[config.mk]
export PLATFORM = sky130hd
export DESIGN_NAME = prog_loader
export DESIGN_NICKNAME = d
export VERILOG_FILES = /design/src/rtl/prog_loader_pkg.sv /design/src/rtl/prog_loader_byte_packer.sv /design/src/rtl/prog_loader.sv
export SDC_FILE = /design/constraint.sdc
export NUM_CORES = 1
export LEC_CHECK = 0
export CAP_MARGIN = 20
export CORE_MARGIN = 2
export CORE_UTILIZATION = 55
export DETAILED_ROUTE_END_ITERATION = 12
export PLACE_DENSITY = 0.9
export SLEW_MARGIN = 10
export SYNTH_ARGS = -nofsm -noshare
export SYNTH_HDL_FRONTEND = slang
export SYNTH_SLANG_ARGS = --single-unit
[constraint.sdc]
create_clock -name clk -period 4 [get_ports clk]
set_input_delay 0.6 -clock clk [delete_from_list [all_inputs] [get_ports clk]]
set_output_delay 0.6 -clock clk [all_outputs]
set_load 0.02 [all_outputs]
[src/rtl/prog_loader_pkg.sv]
// prog_loader_pkg
// Shared definitions for the boot-time program loader: FSM state encodings
// and the default instruction-memory depth (in 32-bit words). The depth
// constant is also the one the instruction memory is sized from, so the
// loader and the memory cannot disagree on capacity.
package prog_loader_pkg;

  // Default instruction memory size in 32-bit words.
  localparam int IMEM_DEPTH_DEFAULT = 256;

  // Loader FSM states.
  typedef enum logic [2:0] {
    PL_LEN_LO = 3'd0,  // waiting for word-count low byte
    PL_LEN_HI = 3'd1,  // waiting for word-count high byte
    PL_DATA   = 3'd2,  // streaming image bytes
    PL_DONE   = 3'd3,  // image loaded, core released (terminal)
    PL_ERR    = 3'd4   // header too large, core held in reset (terminal)
  } pl_state_t;

endpackage

[src/rtl/prog_loader_byte_packer.sv]
// prog_loader_byte_packer
// Packs a little-endian byte stream into 32-bit words. The first byte of each
// group of four lands in bits [7:0]. When the fourth byte is accepted the
// completed word is registered and word_valid pulses for one cycle; the word
// register then holds its value until the next completed word.
//
// Ports:
//   clk        in   clock, rising edge
//   rst        in   synchronous active-low reset (clears everything)
//   clear      in   restarts packing (byte index and shift register) but
//                   keeps the last completed word on word_data
//   byte_valid in   accept byte_data this cycle
//   byte_data  in   [7:0] stream byte
//   last_byte  out  the next accepted byte completes a word
//   word_valid out  one-cycle pulse, word_data is a freshly completed word
//   word_data  out  [31:0] last completed word
module prog_loader_byte_packer (
  input  logic        clk,
  input  logic        rst,
  input  logic        clear,
  input  logic        byte_valid,
  input  logic [7:0]  byte_data,
  output logic        last_byte,
  output logic        word_valid,
  output logic [31:0] word_data
);

  logic [31:0] shift_reg;
  logic [1:0]  byte_idx_reg;
  logic        word_valid_reg;
  logic [31:0] word_data_reg;

  assign last_byte  = (byte_idx_reg == 2'd3);
  assign word_valid = word_valid_reg;
  assign word_data  = word_data_reg;

  always_ff @(posedge clk) begin
    if (!rst) begin
      shift_reg      <= '0;
      byte_idx_reg   <= '0;
      word_valid_reg <= 1'b0;
      word_data_reg  <= '0;
    end else begin
      word_valid_reg <= 1'b0;
      if (clear) begin
        shift_reg    <= '0;
        byte_idx_reg <= '0;
      end else if (byte_valid) begin
        // Shift right so that after four bytes the first one sits at [7:0].
        shift_reg    <= {byte_data, shift_reg[31:8]};
        byte_idx_reg <= byte_idx_reg + 2'd1;
        if (byte_idx_reg == 2'd3) begin
          word_data_reg  <= {byte_data, shift_reg[31:8]};
          word_valid_reg <= 1'b1;
        end
      end
    end
  end

endmodule

[src/rtl/prog_loader.sv]
// prog_loader
// Boot-time program loader in front of the single-cycle RV32I core. Accepts a
// byte stream (16-bit little-endian word count N, then N little-endian 32-bit
// words), writes the words to instruction memory at addresses 0..N-1, and
// holds the core in reset until the last word has been committed.
//
// Ports:
//   clk        in   clock, rising edge
//   rst        in   synchronous active-low reset, highest priority
//   in_valid   in   a byte is present on in_data
//   in_data    in   [7:0] stream byte
//   in_ready   out  loader accepts a byte (transfer = in_valid && in_ready)
//   imem_we    out  one-cycle instruction-memory write strobe
//   imem_addr  out  [ADDR_W-1:0] word address of the write
//   imem_wdata out  [31:0] word to write
//   core_rst   out  active-high reset to the core; low only once loaded
//   done       out  image loaded, core released
//   err        out  length header exceeded IMEM_DEPTH
module prog_loader
  import prog_loader_pkg::*;
#(
  parameter int IMEM_DEPTH = IMEM_DEPTH_DEFAULT,
  parameter int ADDR_W     = $clog2(IMEM_DEPTH)
) (
  input  logic              clk,
  input  logic              rst,
  input  logic              in_valid,
  input  logic [7:0]        in_data,
  output logic              in_ready,
  output logic              imem_we,
  output logic [ADDR_W-1:0] imem_addr,
  output logic [31:0]       imem_wdata,
  output logic              core_rst,
  output logic              done,
  output logic              err
);

  localparam logic [16:0] DEPTH_EXT = 17'(IMEM_DEPTH);

  pl_state_t state_reg, state_next;

  logic [7:0]        len_lo_reg;
  logic [15:0]       len_reg;
  // One bit wider than the address so a full-depth image counts to
  // IMEM_DEPTH without wrapping.
  logic [ADDR_W:0]   word_cnt_reg;
  logic [ADDR_W-1:0] imem_addr_reg;
  logic              core_rst_reg;
  logic              done_reg;
  logic              err_reg;

  logic        transfer;
  logic [15:0] hdr_len;
  logic        hdr_oversize;
  logic        start_data;
  logic        data_byte;
  logic        last_byte;
  logic        word_done;
  logic        word_valid;
  logic [31:0] word_data;
  logic [15:0] word_cnt_ext;
  logic        last_word;

  assign in_ready = rst && ((state_reg == PL_LEN_LO) ||
                            (state_reg == PL_LEN_HI) ||
                            (state_reg == PL_DATA));
  assign transfer = in_valid && in_ready;

  // Full header as seen on the LEN_HI transfer.
  assign hdr_len      = {in_data, len_lo_reg};
  assign hdr_oversize = ({1'b0, hdr_len} > DEPTH_EXT);
  assign start_data   = (state_reg == PL_LEN_HI) && transfer &&
                        (hdr_len != 16'd0) && !hdr_oversize;

  assign data_byte    = (state_reg == PL_DATA) && transfer;
  assign word_done    = data_byte && last_byte;
  assign word_cnt_ext = 16'(word_cnt_reg);
  // len_reg is at least 1 whenever DATA is active.
  assign last_word    = (word_cnt_ext == (len_reg - 16'd1));

  prog_loader_byte_packer u_byte_packer (
    .clk        (clk),
    .rst        (rst),
    .clear      (start_data),
    .byte_valid (data_byte),
    .byte_data  (in_data),
    .last_byte  (last_byte),
    .word_valid (word_valid),
    .word_data  (word_data)
  );

  // The packer's registered pulse and word are the write strobe and data:
  // they become valid on the same edge as the fourth byte.
  assign imem_we    = word_valid;
  assign imem_wdata = word_data;
  assign imem_addr  = imem_addr_reg;
  assign core_rst   = core_rst_reg;
  assign done       = done_reg;
  assign err        = err_reg;

  always_ff @(posedge clk) begin
    if (!rst) begin
      state_reg <= PL_LEN_LO;
    end else begin
      state_reg <= state_next;
    end
  end

  always_comb begin
    state_next = state_reg;
    case (state_reg)
      PL_LEN_LO: begin
        if (transfer) state_next = PL_LEN_HI;
      end
      PL_LEN_HI: begin
        if (transfer) begin
          if (hdr_len == 16'd0)  state_next = PL_DONE;
          else if (hdr_oversize) state_next = PL_ERR;
          else                   state_next = PL_DATA;
        end
      end
      PL_DATA: begin
        if (word_done && last_word) state_next = PL_DONE;
      end
      PL_DONE:  state_next = PL_DONE;
      PL_ERR:   state_next = PL_ERR;
      default:  state_next = PL_LEN_LO;
    endcase
  end

  always_ff @(posedge clk) begin
    if (!rst) begin
      len_lo_reg    <= '0;
      len_reg       <= '0;
      word_cnt_reg  <= '0;
      imem_addr_reg <= '0;
      core_rst_reg  <= 1'b1;
      done_reg      <= 1'b0;
      err_reg       <= 1'b0;
    end else begin
      if ((state_reg == PL_LEN_LO) && transfer) begin
        len_lo_reg <= in_data;
      end
      if ((state_reg == PL_LEN_HI) && transfer) begin
        len_reg <= hdr_len;
      end
      if (start_data) begin
        word_cnt_reg <= '0;
      end else if (word_done) begin
        imem_addr_reg <= word_cnt_reg[ADDR_W-1:0];
        word_cnt_reg  <= word_cnt_reg + 1'b1;
      end
      // Status follows the state one edge later, so the release happens
      // only after the final write has committed.
      core_rst_reg <= (state_reg != PL_DONE);
      done_reg     <= (state_reg == PL_DONE);
      err_reg      <= (state_reg == PL_ERR);
    end
  end

endmodule

==> Implementation_results.wiki, run 1 <==
{| class="wikitable"
! Metric !! Value
|-
| Min Tclk post-route || ~2.5 ns
|-
| Number of buffers on the longest clock path || 2
|-
| Maximum ir drop on the vdd rail || approximately 0.00021 V
|-
| Compound-cell area share of the yosys netlist || 16.15%
|-
| Initial antenna violation count || 0
|-
| Syn_area_per_cell || roughly 8.4 um^2
|-
| Area share of the largest cell type after synthesis || between 40 and 50%
|-
| Combined area of all synthesized cells || 4477 um^2
|-
| Final global-route overflow total || 0
|-
| Max Clock Skew || between 0.01 and 0.015 ns
|-
| Vias in the first global route || around 3400
|-
| Part of the power in registers || 59.6%
|-
| Synth unique cells || 50
|-
| Nets@finish || 581
|-
| Reported leakage power || about 0.0017 uW
|-
| Critical path start-end classification || primary input to primary output
|-
| Timing-limited maximum frequency || between 300 and 400 MHz
|-
| Reg area || about 2100 um^2
|-
| H-tree levels || 3
|-
| Overall die area || a little under 9000 um^2
|-
| Area of the multi-input gates || approximately 2200 um^2
|-
| Number of enable flip-flop cells after synthesis || 0
|-
| Total chip power || ~1800 uW
|-
| Number of sinks driven by the clock tree || ~110
|-
| Setup TNS || 0 ns
|-
| Synth Area in XOR/XNOR || under 10%
|-
| Growth of design area from synthesis to finish || 16.32%
|-
| Global-route wire length before repair || ~17000 um
|-
| Fraction of the cycle the final worst path needs || between 60% and 70%
|-
| Antenna diode count || 0
|-
| Post-synth net total || 547
|-
| Post-synth top flop || dfxtp_1
|-
| Horizontal extent of the die || 94.22 um
|-
| Pin count of the biggest net entering global routing || 53
|-
| Top-count cell post-synth || nand2_1
|-
| Headroom to the max-slew limit || 40.12%
|-
| Multiplexer fraction of the synthesized cell area || approximately 2.3%
|-
| DRC violation total after the first TritonRoute iteration || roughly 230
|-
| Signal arrival time at the worst endpoint || ~1.9 ns
|-
| Critical path data required time || around 3.4 ns
|-
| Pre-antenna DRT Iters || 6
|-
| RePlAce Congestion || about 0.8
|-
| Post-synthesis async set-or-reset flop share || 0%
|-
| Clk network pwr share || 35.4%
|-
| Wire length after detailed routing || approximately 10000 um
|-
| Synth Register Bits || around 110
|-
| Net switching fraction of the power || a little under a quarter
|-
| Vias || between 3000 and 4000
|-
| Io pins || 56
|-
| Core Area || 7807 um^2
|-
| Final hold violations || 0
|-
| Top area cells in the synthesized netlist || dfxtp_1 (47%), nand2_1 (15%), a21boi_0 (9.4%)
|-
| Sequential share of the synthesized area || 47.40%
|-
| Post-cts repair resize count || 0
|-
| Actual slew at the worst max-slew pin || roughly 0.9 ns
|-
| Combinational group share of total power || roughly 4.9%
|-
| DR WL/cell || 14.86 um
|-
| Layout cells sized above 1 || 5.944%
|-
| Cell count after synthesis || roughly 530
|-
| MaxCap Viol Count || 0
|-
| Clock slew seen by the registers of the worst setup and hold paths || approximately 0.10 ns
|-
| Count of antenna-violating nets left after detailed routing || 0
|-
| Max FO, Critical Path || 19
|-
| All-Layer GR Usage || between 20% and 30%
|-
| Latest clock arrival within the worst-skew pair || 0.37 ns
|-
| Placed instance area || 5019 um^2
|-
| Setup repair after global routing missed its margin || false
|-
| TritonCTS clock tree || yes
|-
| Power density of the placed cells || between 300 and 400 nW/um^2
|-
| Cell at the root of the clock tree || clkbuf_8
|-
| Adder and majority gate portion of the synthesized area || 0.8385%
|-
| R2R Path Start || state_reg[0]$_SDFFE_PN0P_
|-
| Number of standard-cell rows in the floorplan || 32
|-
| Type of the tightest min-delay check || flop to flop
|-
| Switching power of the nets || around 430 uW
|-
| Starting utilization of the core area || between 50% and 60%
|-
| Synthesized-area fraction occupied by and/or/nand/nor cells || 25.35%
|-
| IO Port Bufs || 55
|-
| Critical path startpoint category || primary input
|-
| Filler cells || approximately 650
|-
| Total CTS buffers || 9
|-
| Number of flip-flops under the largest register name || 32
|-
| Cell internal pwr || about 1400 uW
|-
| Finish-stage setup viols || 0
|-
| Main combinational cell family by area after synthesis || simple AND/OR/NAND/NOR gates
|-
| Die height || 94.22 um
|-
| First element of the critical path || rst
|-
| Buffers inserted during post-CTS setup optimization || 0
|-
| Synthesis Warnings || 0
|-
| Post-route cell area || roughly 5200 um^2
|-
| Outcome || completed
|-
| Cell taking the most area after synthesis || dfxtp_1
|-
| Residual DRC count || 0
|-
| Kind of capture point of the worst setup path || primary output
|-
| Final-report max-slew violation count || 0
|-
| Top post-synthesis cells by count || nand2_1 (175), dfxtp_1 (106), a21boi_0 (56), a21oi_1 (31), clkbuf_1 (19)
|-
| Worst Min Path Start || u_byte_packer.shift_reg[8]$_SDFFE_PP0N_
|-
| Hpwl dp || 7011 um
|-
| Cts-stage hold buffer count || 0
|-
| Smallest hold slack || ~0.46 ns
|-
| Vias per cell || about 5.5
|}
## per-stage QoR
stage                     instances  utilization, %  setup slack [ns]
after floorplan                 533               -             1.990
after global placement          658           64.28             1.392
after detailed placement        658           64.28             1.320
after CTS                       674           66.70             1.511
after global routing            674           66.70             1.447
final                           674           66.70             1.489
## layout by cell type (no fill, tap or decap), types with 2 or more instances in the layout
| cell type | Yosys | routed |
|---|---|---|
| buf_4 | 2 | 4 |
| a211o_1 | 2 | 2 |
| inv_1 | 6 | 6 |
| o31ai_1 | 2 | 2 |
| nand3_1 | 5 | 5 |
| nor3_1 | 9 | 9 |
| nor2_1 | 17 | 17 |
| and3_1 | 4 | 4 |
| o21ai_0 | 3 | 3 |
| a21oi_1 | 31 | 31 |
| clkdlybuf4s50_1 | 0 | 54 |
| xor2_1 | 6 | 6 |
| nor4_4 | 2 | 2 |
| a21boi_0 | 56 | 56 |
| or4_1 | 3 | 3 |
| clkbuf_8 | 0 | 11 |
| dfxtp_1 | 106 | 106 |
| nor4_1 | 3 | 3 |
| mux2i_1 | 9 | 9 |
| nand2b_1 | 3 | 3 |
| nand2_1 | 175 | 175 |
| or3_1 | 2 | 2 |
| ha_1 | 3 | 3 |
| nand4_1 | 4 | 4 |
| nor2b_1 | 10 | 10 |
| xnor2_1 | 13 | 13 |
## per-layer routing
metal  vias up  global-route usage [%]  share of wire, %
met1      1714                   31.79                45
met2       131                   38.45                47
met4         0                   9.662               2.1
met3        19                   3.451               5.5
li1       1828                       -                 -
met5         -                       0                 0
## final cells by class
class / count / share of cell area, %
multi-input cells: 384 / 41.61
well taps: 102 / 2.451
flip-flops and latches: 106 / 40.75
inverters: 7 / 0.5046
repair buffers: 59 / 11.05
clock inverters: 4 / 0.6487
clock buffers: 12 / 2.979
## power by group through the flow
stage	registers, uW	clock network [uW]	logic [uW]
2_1_floorplan	1090	0	63.1
3_3_place_gp	1090	0	84.8
3_5_place_dp	1090	0	87.6
4_1_cts	1070	641	88.0
5_1_grt	1070	681	95.2
6_report	1070	636	88.5
## worst max-delay path, stage by stage
cell	delay [ns]
buf_2	0.28
nand2b_1	0.17
a21oi_1	0.22
clkdlybuf4s50_1	0.64
## final timing paths
path | end | slack, ns | depth (start not counted)
max reg2reg | u_byte_packer.shift_reg[15]$_SDFFE_PP0N_ | 1.65 | 5
min | u_byte_packer.shift_reg[8]$_SDFFE_PP0N_ | 0.46 | 2
min reg2reg | u_byte_packer.shift_reg[8]$_SDFFE_PP0N_ | 0.46 | 2
max | in_ready | 1.49 | 4
## cells by family (layout without fill, tap and decap cells)
group	after synthesis	in the layout
simple gates	248	248
flops	106	106
mux	10	10
fa+ha+maj	3	3
compound gates	104	104
xor+xnor	19	19
buf+inv	43	82
No activity file was read; power rests on OpenSTA's default activity.
==> run 2, diff against run 1 <==
--- a/config.mk
+++ b/config.mk
@@ -7,9 +7,9 @@
 export LEC_CHECK = 0
 export CAP_MARGIN = 20
 export CORE_MARGIN = 2
-export CORE_UTILIZATION = 55
+export CORE_UTILIZATION = 50
 export DETAILED_ROUTE_END_ITERATION = 12
-export PLACE_DENSITY = 0.9
+export PLACE_DENSITY = 0.87
 export SLEW_MARGIN = 10
 export SYNTH_ARGS = -nofsm -noshare
 export SYNTH_HDL_FRONTEND = slang
==> constraint.sdc (replaced) <==
create_clock -name clk -period 2 [get_ports clk]
set_input_delay 0.3 -clock clk [delete_from_list [all_inputs] [get_ports clk]]
set_output_delay 0.3 -clock clk [all_outputs]
set_load 0.02 [all_outputs]
==> Implementation_results.wiki, run 2 (synthesized netlist as in run 1, its figures left out) <==
{| class="wikitable"
! Metric !! Value
|-
| Filler cells || 698 (+7.1%)
|-
| Largest stage delay on the critical path || 0.57 ns (-0.07 ns)
|-
| Terminus of the critical flop-to-flop path || state_reg[0]$_SDFFE_PN0P_
|-
| Timing-limited maximum frequency || 519.1 MHz
|-
| Power density of the placed cells || 692.3 nW/um^2 (+100%)
|-
| Hpwl dp || 7409 um (+5.7%)
|-
| Critical path data required time || 2.25 ns (-1.15 ns)
|-
| IO Port Bufs || 55 (unchanged)
|-
| CP Cell Sequence || buf_4, or4_4, nor2_4, o21ai_1, o31a_1, o211ai_2, a211oi_2
|-
| Final hold violations || 0 (unchanged)
|-
| Overall die area || 9727 um^2 (+9.6%)
|-
| Crit path capture || state_reg[0]$_SDFFE_PN0P_
|-
| Critical path start-end classification || flop to flop
|-
| Initial antenna violation count || 0 (unchanged)
|-
| Growth of design area from synthesis to finish || 23.06%
|-
| Type of the tightest min-delay check || primary input to flop
|-
| Outcome || completed
|-
| Number of buffers on the longest clock path || 2 (unchanged)
|-
| Most used cells in the layout excluding fill and tap cells || nand2_1 (175), dfxtp_1 (104), a21boi_0 (56), clkdlybuf4s50_1 (53), a21oi_1 (31)
|-
| Io pins || 56 (unchanged)
|-
| Cell internal pwr || 2935 uW (+110%)
|-
| Finish-stage setup viols || 0 (unchanged)
|-
| Residual DRC count || 0 (unchanged)
|-
| Antenna diode count || 0 (unchanged)
|-
| Total CTS buffers || 9 (unchanged)
|-
| R2R Path Start || len_reg[0]$_SDFFE_PN0P_
|-
| Number of flip-flops under the largest register name || 32 (unchanged)
|-
| Max Clock Skew || 0.01206 ns (-0.0007796 ns)
|-
| Part of the power in registers || 56.1% (-3.5 points)
|-
| RePlAce Congestion || 0.9490 (+18%)
|-
| Crit path buffers/inverters || 1 (-1)
|-
| Die height || 98.63 um (+4.7%)
|-
| Global-route wire length before repair || 17500 um (+5.7%)
|-
| MaxCap Viol Count || 0 (unchanged)
|-
| Count of antenna-violating nets left after detailed routing || 0 (unchanged)
|-
| Wire length after detailed routing || 10520 um (+5.0%)
|-
| H-tree levels || 3 (unchanged)
|-
| Clk network pwr share || 38.5% (+3.1 points)
|-
| Pre-antenna DRT Iters || 5 (-1)
|-
| Pin count of the biggest net entering global routing || 52 (-1.9%)
|-
| First element of the critical path || len_reg[0]$_SDFFE_PN0P_
|-
| Combinational group share of total power || 5.4% (+0.5 points)
|-
| Cell at the root of the clock tree || clkbuf_8
|-
| Reported leakage power || 0.001909 uW (+9.3%)
|-
| Vias per cell || 5.406 (-1.3%)
|-
| Layout cells sized above 1 || 11.56% (+5.6 points)
|-
| Clock slew seen by the registers of the worst setup and hold paths || 0.09 ns (about the same)
|-
| Placed instance area || 5239 um^2 (+4.4%)
|-
| Min Tclk post-route || between 1.5 and 2 ns
|-
| DR WL/cell || 14.92 um (+0.41%)
|-
| Latest clock arrival within the worst-skew pair || 0.37 ns (about the same)
|-
| Vias || 3811 (+3.2%)
|-
| Worst Reg-to-Reg Cells || 7 (+2)
|-
| Critical path startpoint category || flop
|-
| Maximum ir drop on the vdd rail || 0.0004698 V (+130%)
|-
| Setup slack on the worst flop-to-flop path || 0.07 ns (-1.58 ns)
|-
| Switching power of the nets || 878.5 uW (+110%)
|-
| Horizontal extent of the die || 98.63 um (+4.7%)
|-
| Final-report max-slew violation count || 0 (unchanged)
|-
| Starting utilization of the core area || 51.33% (-6.0 points)
|-
| Actual slew at the worst max-slew pin || 0.4487 ns (-0.4495 ns)
|-
| Final global-route overflow total || 0 (unchanged)
|-
| Total number of cells along the worst setup path || 7 (+3)
|-
| Number of standard-cell rows in the floorplan || 34 (+6.3%)
|-
| Net switching fraction of the power || 23.03% (-0.69 points)
|-
| Fraction of the cycle the final worst path needs || a little over nine tenths
|-
| Core Area || 8721 um^2 (+12%)
|-
| All-Layer GR Usage || 22.20% (-1.5 points)
|-
| Post-route cell area || 5509 um^2 (+5.8%)
|-
| Final design utilization || 63.17% (-3.5 points)
|-
| Commonest non-fill, non-tap cell in the layout || nand2_1
|-
| Kind of capture point of the worst setup path || flop
|-
| Crit-path leading delay family || simple AND/OR/NAND/NOR gates
|-
| Signal arrival time at the worst endpoint || 2.18 ns (+0.27 ns)
|-
| Vias in the first global route || 3761 (+9.0%)
|-
| Setup TNS || 0 ns (unchanged)
|-
| Max FO, Critical Path || 4 (-15)
|-
| Critical-path cell with the highest stage delay || or4_4
|-
| TritonCTS clock tree || yes
|-
| DRC violation total after the first TritonRoute iteration || 308 (+36%)
|-
| Number of sinks driven by the clock tree || 106 (unchanged)
|-
| Nets@finish || 607 (+4.5%)
|-
| Headroom to the max-slew limit || 70.05% (+30 points)
|}
run 2: power groups by stage:
stage | Clock [uW] | Combinational (uW) | Sequential [uW]
after global placement | 0 | 198 | 2180
after CTS | 1480 | 203 | 2140
final | 1470 | 207 | 2140
after global routing | 1550 | 221 | 2140
after detailed placement | 0 | 201 | 2190
after floorplan | 0 | 126 | 2180
run 2: worst min-delay path, delay by kind of cell:
kind | cells | cell delay [ns]
buffers and inverters | 1 | 0.14
AOI/OAI and AO/OA | 1 | 0.05
and+or+nand+nor | 1 | 0.16
run 2: cell type report:
cell class                      instances  area [um^2]  area share, %
Multi-Input combinational cell        384         2208          40.09
Clock inverter                          6        96.34          1.749
Inverter                                7        26.28         0.4769
Clock buffer                            9        123.9          2.248
Timing Repair Buffer                   85        794.5          14.42
Sequential cell                       106         2125          38.56
Tap cell                              108        135.1          2.453
run 2: repair_timing:
action / 4_1_cts / 5_1_grt
setup endpoints to repair: 2 / 1
hold buffers: 0 / 0
setup buffers: 0 / 1
pin swaps: 0 / 3
endpoints found under the hold margin: 0 / 0
resized for setup: 7 / 6
run 2: worst min path at each step:
stage	cells after the start	start	to	slack (ns)
floorplan	2	in_data[1]	u_byte_packer.shift_reg[25]$_SDFFE_PP0N_	0.44
global placement	2	u_byte_packer.shift_reg[12]$_SDFFE_PP0N_	u_byte_packer.shift_reg[12]$_SDFFE_PP0N_	0.45
detailed placement	2	u_byte_packer.shift_reg[13]$_SDFFE_PP0N_	u_byte_packer.shift_reg[13]$_SDFFE_PP0N_	0.45
CTS	3	rst	state_reg[0]$_SDFFE_PN0P_	0.32
global route	3	rst	state_reg[0]$_SDFFE_PN0P_	0.33
finish	3	rst	state_reg[0]$_SDFFE_PN0P_	0.34
run 2: routing by layer:
metal	track usage (%)	vias up	wire length, um
met5	0	-	0
met4	9.378	0	241
met3	2.979	22	534
met2	36.16	128	4927
met1	29.78	1785	4817
li1	-	1876	-
run 2: stage by stage:
stage	hold slack (ns)	setup WS, ns	instances	total power, uW
after floorplan	0.4360	0.008860	533	2306
after global placement	0.4459	-0.02464	689	2383
after detailed placement	0.4497	-0.1204	689	2387
after CTS	0.3175	0.01532	704	3817
after global routing	0.3334	-0.008514	705	3915
final	0.3363	0.07354	705	3814
